**src/rtl/fire_sched_pkg.sv**
```systemverilog
// Shared helpers for the firing scheduler: saturating add, popcount and the
// default signal count (an index equal to N encodes "no choice").
package fire_sched_pkg;

    localparam int unsigned DefaultN = 8;

    // Operands are widened to 64 bits; w is the destination width (<= 64).
    function automatic logic [63:0] sat_add(input logic [63:0] a, input logic [63:0] b,
                                            input int unsigned w);
        logic [63:0] max_v;
        logic [64:0] sum;
        logic [63:0] res;
        max_v = (w >= 64) ? '1 : ((64'd1 << w) - 64'd1);
        sum   = {1'b0, a} + {1'b0, b};
        res   = (sum > {1'b0, max_v}) ? max_v : sum[63:0];
        return res;
    endfunction

    function automatic int unsigned popcount(input logic [63:0] v);
        int unsigned cnt;
        cnt = 0;
        for (int i = 0; i < 64; i++) begin
            cnt += 32'(v[i]);
        end
        return cnt;
    endfunction

endpackage

```
**src/rtl/rr_find_first.sv**
```systemverilog
// Rotating-priority finder: first set bit of vec searching upward from start,
// wrapping at N.
module rr_find_first
    import fire_sched_pkg::*;
#(
    parameter int unsigned N    = DefaultN,
    parameter int unsigned IDXW = $clog2(N + 1)
) (
    input  logic [N-1:0]    vec,
    input  logic [IDXW-1:0] start,
    output logic [N-1:0]    onehot,
    output logic [IDXW-1:0] idx,
    output logic            valid
);

    int j;

    // Walk offsets high to low so the smallest offset from start wins.
    always_comb begin
        onehot = '0;
        idx    = '0;
        valid  = 1'b0;
        j      = 0;
        for (int off = int'(N) - 1; off >= 0; off--) begin
            j = int'(start) + off;
            if (j >= int'(N)) begin
                j = j - int'(N);
            end
            if (vec[j]) begin
                onehot    = '0;
                onehot[j] = 1'b1;
                idx       = IDXW'(j);
                valid     = 1'b1;
            end
        end
    end

endmodule

```
**src/rtl/fire_scheduler.sv**
```systemverilog
// Bounded-fair firing scheduler: turns the excited vector into per-signal fire
// enables, with starvation forcing, deadlock detection and firing statistics.
module fire_scheduler
    import fire_sched_pkg::*;
#(
    parameter int unsigned N             = DefaultN,
    parameter int unsigned MAX_WAIT      = 15,
    parameter bit          ALLOW_STUTTER = 1'b1,
    parameter int unsigned CNTW          = 32,
    parameter int unsigned IDXW          = $clog2(N + 1)
) (
    input  logic            clk,
    input  logic            reset,
    input  logic [N-1:0]    excited,
    input  logic [IDXW-1:0] choice,
    input  logic            par,
    output logic [N-1:0]    fire,
    output logic            idle,
    output logic            deadlock,
    output logic [N-1:0]    starved,
    output logic [CNTW-1:0] fire_cnt,
    output logic [CNTW-1:0] step_cnt
);

    localparam int unsigned AW = $clog2(MAX_WAIT + 1);
    localparam logic [AW-1:0] AgeMax = AW'(MAX_WAIT);

    logic [AW-1:0]   age_q [N];
    logic [AW-1:0]   age_d [N];
    logic [IDXW-1:0] rr_q, rr_d;
    logic            deadlock_q;
    logic [CNTW-1:0] fire_cnt_q, fire_cnt_d;
    logic [CNTW-1:0] step_cnt_q, step_cnt_d;

    logic [N-1:0]    urgent, choice_oh, choice_hit;
    logic [N-1:0]    urg_oh, fb_oh;
    logic [IDXW-1:0] urg_idx, fb_idx, sel_idx;
    logic            urg_valid, fb_valid, sel_one;

    always_comb begin
        for (int i = 0; i < int'(N); i++) begin
            starved[i]   = (age_q[i] == AgeMax);
            choice_oh[i] = (choice == IDXW'(i));
        end
    end

    assign urgent     = excited & starved;
    assign choice_hit = choice_oh & excited;
    assign idle       = (excited == '0);

    rr_find_first #(.N(N), .IDXW(IDXW)) u_find_urgent (
        .vec    (urgent),
        .start  (rr_q),
        .onehot (urg_oh),
        .idx    (urg_idx),
        .valid  (urg_valid)
    );

    rr_find_first #(.N(N), .IDXW(IDXW)) u_find_fallback (
        .vec    (excited),
        .start  (rr_q),
        .onehot (fb_oh),
        .idx    (fb_idx),
        .valid  (fb_valid)
    );

    always_comb begin
        fire    = '0;
        sel_one = 1'b0;
        sel_idx = '0;
        if (!reset) begin
            fire = '0;
        end else if (par) begin
            fire = excited;
        end else if (urg_valid) begin
            fire    = urg_oh;
            sel_one = 1'b1;
            sel_idx = urg_idx;
        end else if (choice_hit != '0) begin
            fire    = choice_hit;
            sel_one = 1'b1;
            sel_idx = choice;
        end else if (!ALLOW_STUTTER && fb_valid) begin
            fire    = fb_oh;
            sel_one = 1'b1;
            sel_idx = fb_idx;
        end
    end

    always_comb begin
        rr_d = rr_q;
        if (sel_one) begin
            rr_d = (sel_idx == IDXW'(N - 1)) ? '0 : sel_idx + IDXW'(1);
        end
        for (int i = 0; i < int'(N); i++) begin
            if (fire[i] || !excited[i]) begin
                age_d[i] = '0;
            end else if (age_q[i] == AgeMax) begin
                age_d[i] = age_q[i];
            end else begin
                age_d[i] = age_q[i] + AW'(1);
            end
        end
        fire_cnt_d = CNTW'(sat_add(64'(fire_cnt_q), 64'(popcount(64'(fire))), CNTW));
        step_cnt_d = CNTW'(sat_add(64'(step_cnt_q), 64'(fire != '0), CNTW));
    end

    always_ff @(posedge clk or negedge reset) begin
        if (!reset) begin
            for (int i = 0; i < int'(N); i++) begin
                age_q[i] <= '0;
            end
            rr_q       <= '0;
            deadlock_q <= 1'b0;
            fire_cnt_q <= '0;
            step_cnt_q <= '0;
        end else begin
            for (int i = 0; i < int'(N); i++) begin
                age_q[i] <= age_d[i];
            end
            rr_q       <= rr_d;
            deadlock_q <= deadlock_q | idle;
            fire_cnt_q <= fire_cnt_d;
            step_cnt_q <= step_cnt_d;
        end
    end

    assign deadlock = deadlock_q;
    assign fire_cnt = fire_cnt_q;
    assign step_cnt = step_cnt_q;

endmodule

```
**config.mk**
```make
export PLATFORM = sky130hd
export DESIGN_NAME = fire_scheduler
export DESIGN_NICKNAME = d
export VERILOG_FILES = /design/src/rtl/fire_sched_pkg.sv /design/src/rtl/rr_find_first.sv /design/src/rtl/fire_scheduler.sv
export SDC_FILE = /design/constraint.sdc
export NUM_CORES = 1
export LEC_CHECK = 0
export ABC_AREA = 1
export BUFFER_PORTS_ARGS = -buffer_cell sky130_fd_sc_hd__buf_4
export CAP_MARGIN = 5
export CORE_MARGIN = 1
export CORE_UTILIZATION = 49
export CTS_CLUSTER_DIAMETER = 200
export DETAILED_ROUTE_END_ITERATION = 16
export PLACE_DENSITY = 0.69
export SLEW_MARGIN = 20
export SYNTH_ARGS = -nofsm -noshare
export SYNTH_HDL_FRONTEND = slang
export SYNTH_HIERARCHICAL = 1
export SYNTH_SLANG_ARGS = --single-unit
```
**constraint.sdc**
```tcl
create_clock -name clk -period 17.61 [get_ports clk]
set_input_delay 3.522 -clock clk [delete_from_list [all_inputs] [get_ports clk]]
set_output_delay 3.522 -clock clk [all_outputs]
set_load 0.03 [all_outputs]
```
==> impl_metrics.yaml, run 1 <==
run_status:
  status: "finished, final reports clean"
finish:
  fill_cells: 1574
  mostFrequentLayoutCell: "nand2_1"
  seqCellArea_mm2: 0.00253
  area_growth_pct: 13.9
  fin_cells: 1457
  drive_gt1_share_pct: 14.5
  diodes: 0
  final_cell_mix: "nand2_1 (320), nor2_1 (142), inv_1 (118), nand3_1 (107)"
  multi_input_area_mm2: 0.00475
  final_cell_area_mm2: 0.00910
  fin_nets: 1287
power:
  p_leak_nw: 4.71
  power_density_mw_per_mm2: 170
  ir_drop_mv: 0.141
setup_path:
  slowest_delay_ns: 0.61
  worst_ep_arrival_time_ns: 6.79
  critical_path_class: "input pin to output port"
  cp-start-kind: "input pin"
  worstPathRequired_ns: 14.09
  worst_setup_path_end_kind: "output port"
  r2r_end: "fire_cnt[19]$_DFF_PN0_"
  regToRegSetupSlack_ns: 9.64
  worstPathMaxFanout: 14
  worstPathCellList: "buf_4 -> inv_1 -> nor2_1 -> nand2_1 -> nand3_1 -> nand2_1 -> nor2_1 -> nor2_1 -> nand4_1 -> inv_1 -> nand2_1 -> o211ai_1 -> o21ai_0 -> buf_4"
  r2r_start: "rr_q[1]$_DFFE_PN0P_"
  worstRegToRegCells: 28
  critical-path-slowest-cell: "nand4_1"
placement:
  routabilityCongestion: 0.968
  placedCellCount: 1441
  port_buffers: 96
  dp_hpwl_um: 17000
  placed_area_mm2: 0.00880
drt:
  drt-vias-per-instance: 5.35
  wl_per_cell_um: 15.2
  drt_iter0_drc: 664
  routed_wl_um: 22200
  vias: 7802
  drc: 0
  first_pass_iters: 5
  final_antenna_net_count: 0
flow_run:
  drv_cap: 0
clock_network:
  clk_pin_slew_worst_paths_ns: 0.07
  clock-sinks: 101
  htreeDepth: 3
  cts_made_buffers: 9
  max-clock-path-buffers: 2
  post_cts_buffers: 0
  clockRootBuffer: "clkbuf_16"
  cts_tree: "yes"
  cts_resized: 0
  cts_hold_buf: 0
  insertion_delay_ns: 0.35
timing:
  finalSetupViolCount: 0
  finalCritPeriodShare_pct: 58.6
  tightest_slew_ns: 0.855
  slew_headroom_pct: 42.4
  fin_worst_skew_ns: 0.0111
  slew_viol_final: 0
  post-route-min-period_ns: 10.32
  fmax_mhz: 96.9
  hold_viol: 0
  rsz0062_at_grt: "false"
  tns_ns: 0
logic_synthesis:
  synthXorXnorAreaFrac_pct: 6.03
  synthMuxAreaShare_pct: 0
  yosysUniqueCellTypes: 44
  ys_top_cells_by_area: "dfrtp_1 (32%), nand2_1 (15%), nand3_1 (6.7%), nor2_1 (6.7%), inv_1 (5.5%)"
  yosys.area_share.simple_pct: 39.1
  ys_seq_elements: 101
  syn_nets: 1203
  netlist_area_mm2: 0.00799
  synthArstFlopShare_pct: 100
  yosys_most_used_dff: "dfrtp_1"
  synth_top_area_share_pct: 31.6
  synth-adder-area-share_pct: 6.11
  synth_top_family_by_area: "simple AND/OR/NAND/NOR gates"
  synth_edf_count: 0
  yosysTopAreaCell: "dfrtp_1"
  seq_area_frac_synth_pct: 31.6
  syn_inst: 1152
  synth_area_per_cell_um2: 6.94
  ys_warn_count: 6
  synth-compound-area-share_pct: 8.17
global_routing:
  grt_max_degree: 58
  grt_pass1_wl_um: 35300
  first_global_vias: 7084
  grt_overflow: 0
  track_usage_pct: 27.0
  antenna_found_initial: 0
hold_path:
  min_from: "deadlock$_DFF_PN0_"
  whs_endpoint: "deadlock$_DFF_PN0_"
  holdCritPathClass: "flop to flop"
  min_path_cells: 1
die:
  die_y_um: 130
  die_area_mm2: 0.0168
  fp.coreArea_mm2: 0.0159
  row_count: 46
  io_pins: 97
  start_util_pct: 50.3
  die_width_um: 130
## critical path, delay by kind of cell
family                 cells  cell delay (ns)
buffers and inverters      4             1.01
and+or+nand+nor            8             1.76
AOI/OAI and AO/OA          2             0.49
## flip-flops by register name (all words and copies together), names as in the netlist
signal	flops
rr_q	4
deadlock	1
age_q	32
fire_cnt	32
step_cnt	32
## how the worst max path moves through the flow
| stage | start | end | slack, ns | depth (start not counted) |
|---|---|---|---|---|
| final | excited[3] | fire[4] | 7.29 | 14 |
| after global placement | excited[3] | fire[4] | 7.47 | 14 |
| after detailed placement | excited[3] | fire[4] | 7.40 | 14 |
| after CTS | excited[3] | fire[4] | 7.38 | 14 |
| after global routing | excited[3] | fire[4] | 7.05 | 14 |
| after floorplan | excited[1] | fire[2] | 8.44 | 15 |
## through the flow
stage	total power, mW	util [%]	hold slack, ns	worst slack [ns]
2_1_floorplan	1.10	-	0.447	8.44
3_3_place_gp	1.32	55.4	0.456	7.47
3_5_place_dp	1.33	55.4	0.468	7.40
4_1_cts	1.54	57.3	0.483	7.38
5_1_grt	1.69	57.3	0.519	7.05
6_report	1.55	57.3	0.472	7.29
## cells in the mapped netlist (all sizes together), types with 5 or more instances
library cell / count
xor2: 38
xnor2: 17
dfrtp: 101
or2: 13
nand2: 334
nor3: 42
buf: 21
ha: 31
clkbuf: 7
nor4: 5
nand4: 24
nor2: 149
fa: 5
o21ai: 47
a21oi: 40
o211ai: 6
nand3: 116
a31oi: 13
inv: 129
## power breakdown
part           total (mW)  internal [mW]  leakage [nW]  switching, mW
clock               0.201          0.115         0.143         0.0859
combinational        1.02          0.335          3.22          0.687
sequential          0.325          0.276          1.35         0.0485
total                1.55          0.726          4.71          0.821
## logic make-up (layout without fill, tap and decap cells)
family                   count (synthesis)  count (layout)
XOR/XNOR                                55              55
flip-flops                             101             101
buffers and inverters                  157             246
adder cells (fa/ha/maj)                 36              36
AO/OA/AOI/OAI                          115             115
AND/OR/NAND/NOR                        688             688
## layout make-up
cell class,count,area share [%]
multi-input cells,894,52.2
flip-flops and latches,101,27.8
repair buffers,101,8.33
inverters,129,5.46
well taps,216,2.97
clock buffers,12,2.71
clock inverters,4,0.605
## metal layers
metal	wire (um)	track usage, %	part of all wire [%]
met5	0	0	0
met4	544	9.44	2.5
met3	1230	4.47	5.6
met2	10400	44.2	47
met1	9990	36.3	45
Note: power is estimated with default switching activity, not from simulation.
==> run 2, diff against run 1 <==
--- a/config.mk
+++ b/config.mk
@@ -12,7 +12,7 @@
 export CORE_UTILIZATION = 49
 export CTS_CLUSTER_DIAMETER = 200
 export DETAILED_ROUTE_END_ITERATION = 16
-export PLACE_DENSITY = 0.69
+export PLACE_DENSITY = 0.72
 export SLEW_MARGIN = 20
 export SYNTH_ARGS = -nofsm -noshare
 export SYNTH_HDL_FRONTEND = slang
==> constraint.sdc (replaced) <==
create_clock -name clk -period 8.5 [get_ports clk]
set_input_delay 1.7 -clock clk [delete_from_list [all_inputs] [get_ports clk]]
set_output_delay 1.7 -clock clk [all_outputs]
set_load 0.03 [all_outputs]
==> impl_metrics.yaml, run 2 (same netlist as run 1, synthesis figures left out) <==
clock_network:
  post_cts_buffers: 0
  clk_pin_slew_worst_paths_ns: 0.07
  insertion_delay_ns: 0.36
  max-clock-path-buffers: 2
  htreeDepth: 3
  cts_made_buffers: 9
  cts_hold_buf: 0
  cts_resized: 0
  clock-sinks: 101
  clockRootBuffer: "clkbuf_16"
  cts_tree: "yes"
setup_path:
  worstPathRequired_ns: 8.77
  r2r_start: "rr_q[0]$_DFFE_PN0P_"
  critical_path_class: "input pin to flop"
  worst_ep_arrival_time_ns: 7.68
  cp-start-kind: "input pin"
  startpoint: "excited[2]"
  worstPathMaxFanout: 32
  critical-path-slowest-cell: "fa_1"
  worst_setup_path_end_kind: "flop"
  slowest_delay_ns: 0.60
  worst_path_most_repeated_cell: "inv_1"
drt:
  drt_iter0_drc: 648
  routed.top_layer: "met4"
  routed_wl_um: 21700
  wl_met2_um: 10400
  vias: 7777
  drt-vias-per-instance: 5.32
  first_pass_iters: 7
  detail_route.wirelength.met1_um: 9850
  final_antenna_net_count: 0
  drc: 0
  met3_length_um: 1170
  wl_per_cell_um: 14.9
timing:
  fin_worst_skew_ns: 0.0120
  post-route-min-period_ns: 7.41
  finalCritPeriodShare_pct: 87.1
  slew_viol_final: 0
  tightest_slew_ns: 0.934
  tns_ns: 0
  hold_viol: 0
  slew_headroom_pct: 37.1
  fmax_mhz: 135
  rsz0062_at_grt: "false"
  finalSetupViolCount: 0
global_routing:
  first_global_vias: 7054
  grt_pass1_wl_um: 35200
  antenna_found_initial: 0
  grt_max_degree: 78
  grt_overflow: 0
  track_usage_pct: 26.9
power:
  ir_drop_mv: 0.206
  power_mw: 3.22
  p_sw_mw: 1.70
  p_leak_nw: 4.74
  internal_power_mw: 1.52
  power_density_mw_per_mm2: 351
  comb_power_share_pct: 66.5
  power.share.sequential_pct: 20.8
  p_clk_share_pct: 12.7
  p_sw_share_pct: 52.9
finish:
  fin_nets: 1292
  final_cell_mix: "nand2_1 (320), nor2_1 (142), inv_1 (118), nand3_1 (107), buf_4 (105)"
  fin_cells: 1461
  drive_gt1_share_pct: 14.9
  seqCellArea_mm2: 0.00253
  multi_input_area_mm2: 0.00475
  diodes: 0
  area_growth_pct: 14.5
  mostFrequentLayoutCell: "nand2_1"
  fill_cells: 1582
hold_path:
  min_from: "deadlock$_DFF_PN0_"
  holdCritPathClass: "flop to flop"
placement:
  placedCellCount: 1445
  dp_hpwl_um: 16800
  port_buffers: 96
  routabilityCongestion: 0.935
die:
  start_util_pct: 50.3
  row_count: 46
  die_width_um: 130
  fp.coreArea_mm2: 0.0159
  die_area_mm2: 0.0168
  die_y_um: 130
  io_pins: 97
flow_run:
  drv_cap: 0
run_status:
  status: "finished, final reports clean"
## run 2: per-stage QoR
| step | hold WS, ns | util (%) | setup WS [ns] | area, um^2 |
|---|---|---|---|---|
| after floorplan | 0.447 | - | 1.28 | 7990 |
| after global placement | 0.456 | 55.6 | 0.898 | 8830 |
| after CTS | 0.478 | 57.4 | 1.19 | 9130 |
| after detailed placement | 0.461 | 55.6 | 0.825 | 8830 |
| final | 0.472 | 57.6 | 1.09 | 9150 |
| after global routing | 0.486 | 57.6 | 0.627 | 9150 |
## run 2: metal layers
layer  global-route usage (%)  vias up
li1                         -     3920
met1                     36.3     3626
met2                     44.4      209
met3                     5.04       22
met4                     7.18        0
met5                        0        -
## run 2: final cells by class
type / instances / area share [%]
repair buffers: 106 / 8.91
multi-input cells: 894 / 51.9
clock inverters: 3 / 0.301
flip-flops and latches: 101 / 27.6
inverters: 129 / 5.43
well taps: 216 / 2.95
clock buffers: 12 / 2.91
## run 2: power groups by stage
stage | Combinational (mW) | Sequential, mW | Clock [mW]
after floorplan | 1.54 | 0.733 | 0
after global placement | 2.09 | 0.675 | 0
after detailed placement | 2.10 | 0.676 | 0
after CTS | 2.11 | 0.668 | 0.418
after global routing | 2.38 | 0.682 | 0.439
final | 2.14 | 0.668 | 0.410
## run 2: path summary, 6_finish.rpt
check                           depth (start not counted)                     end  slack, ns
worst max-delay path                                   32  fire_cnt[19]$_DFF_PN0_       1.09
worst min-delay path                                    1      deadlock$_DFF_PN0_       0.47
worst max register to register                         32  fire_cnt[19]$_DFF_PN0_       1.60
worst min register to register                          1      deadlock$_DFF_PN0_       0.47
max in group asynchronous                               3  fire_cnt[22]$_DFF_PN0_       6.22
min in group asynchronous                               1   fire_cnt[6]$_DFF_PN0_       1.26
## run 2: critical path: cells and delay by family
kind	cells	cell delay (ns)
simple gates	16	2.59
fa+ha+maj	4	1.62
buf+inv	9	1.14
compound gates	3	0.60
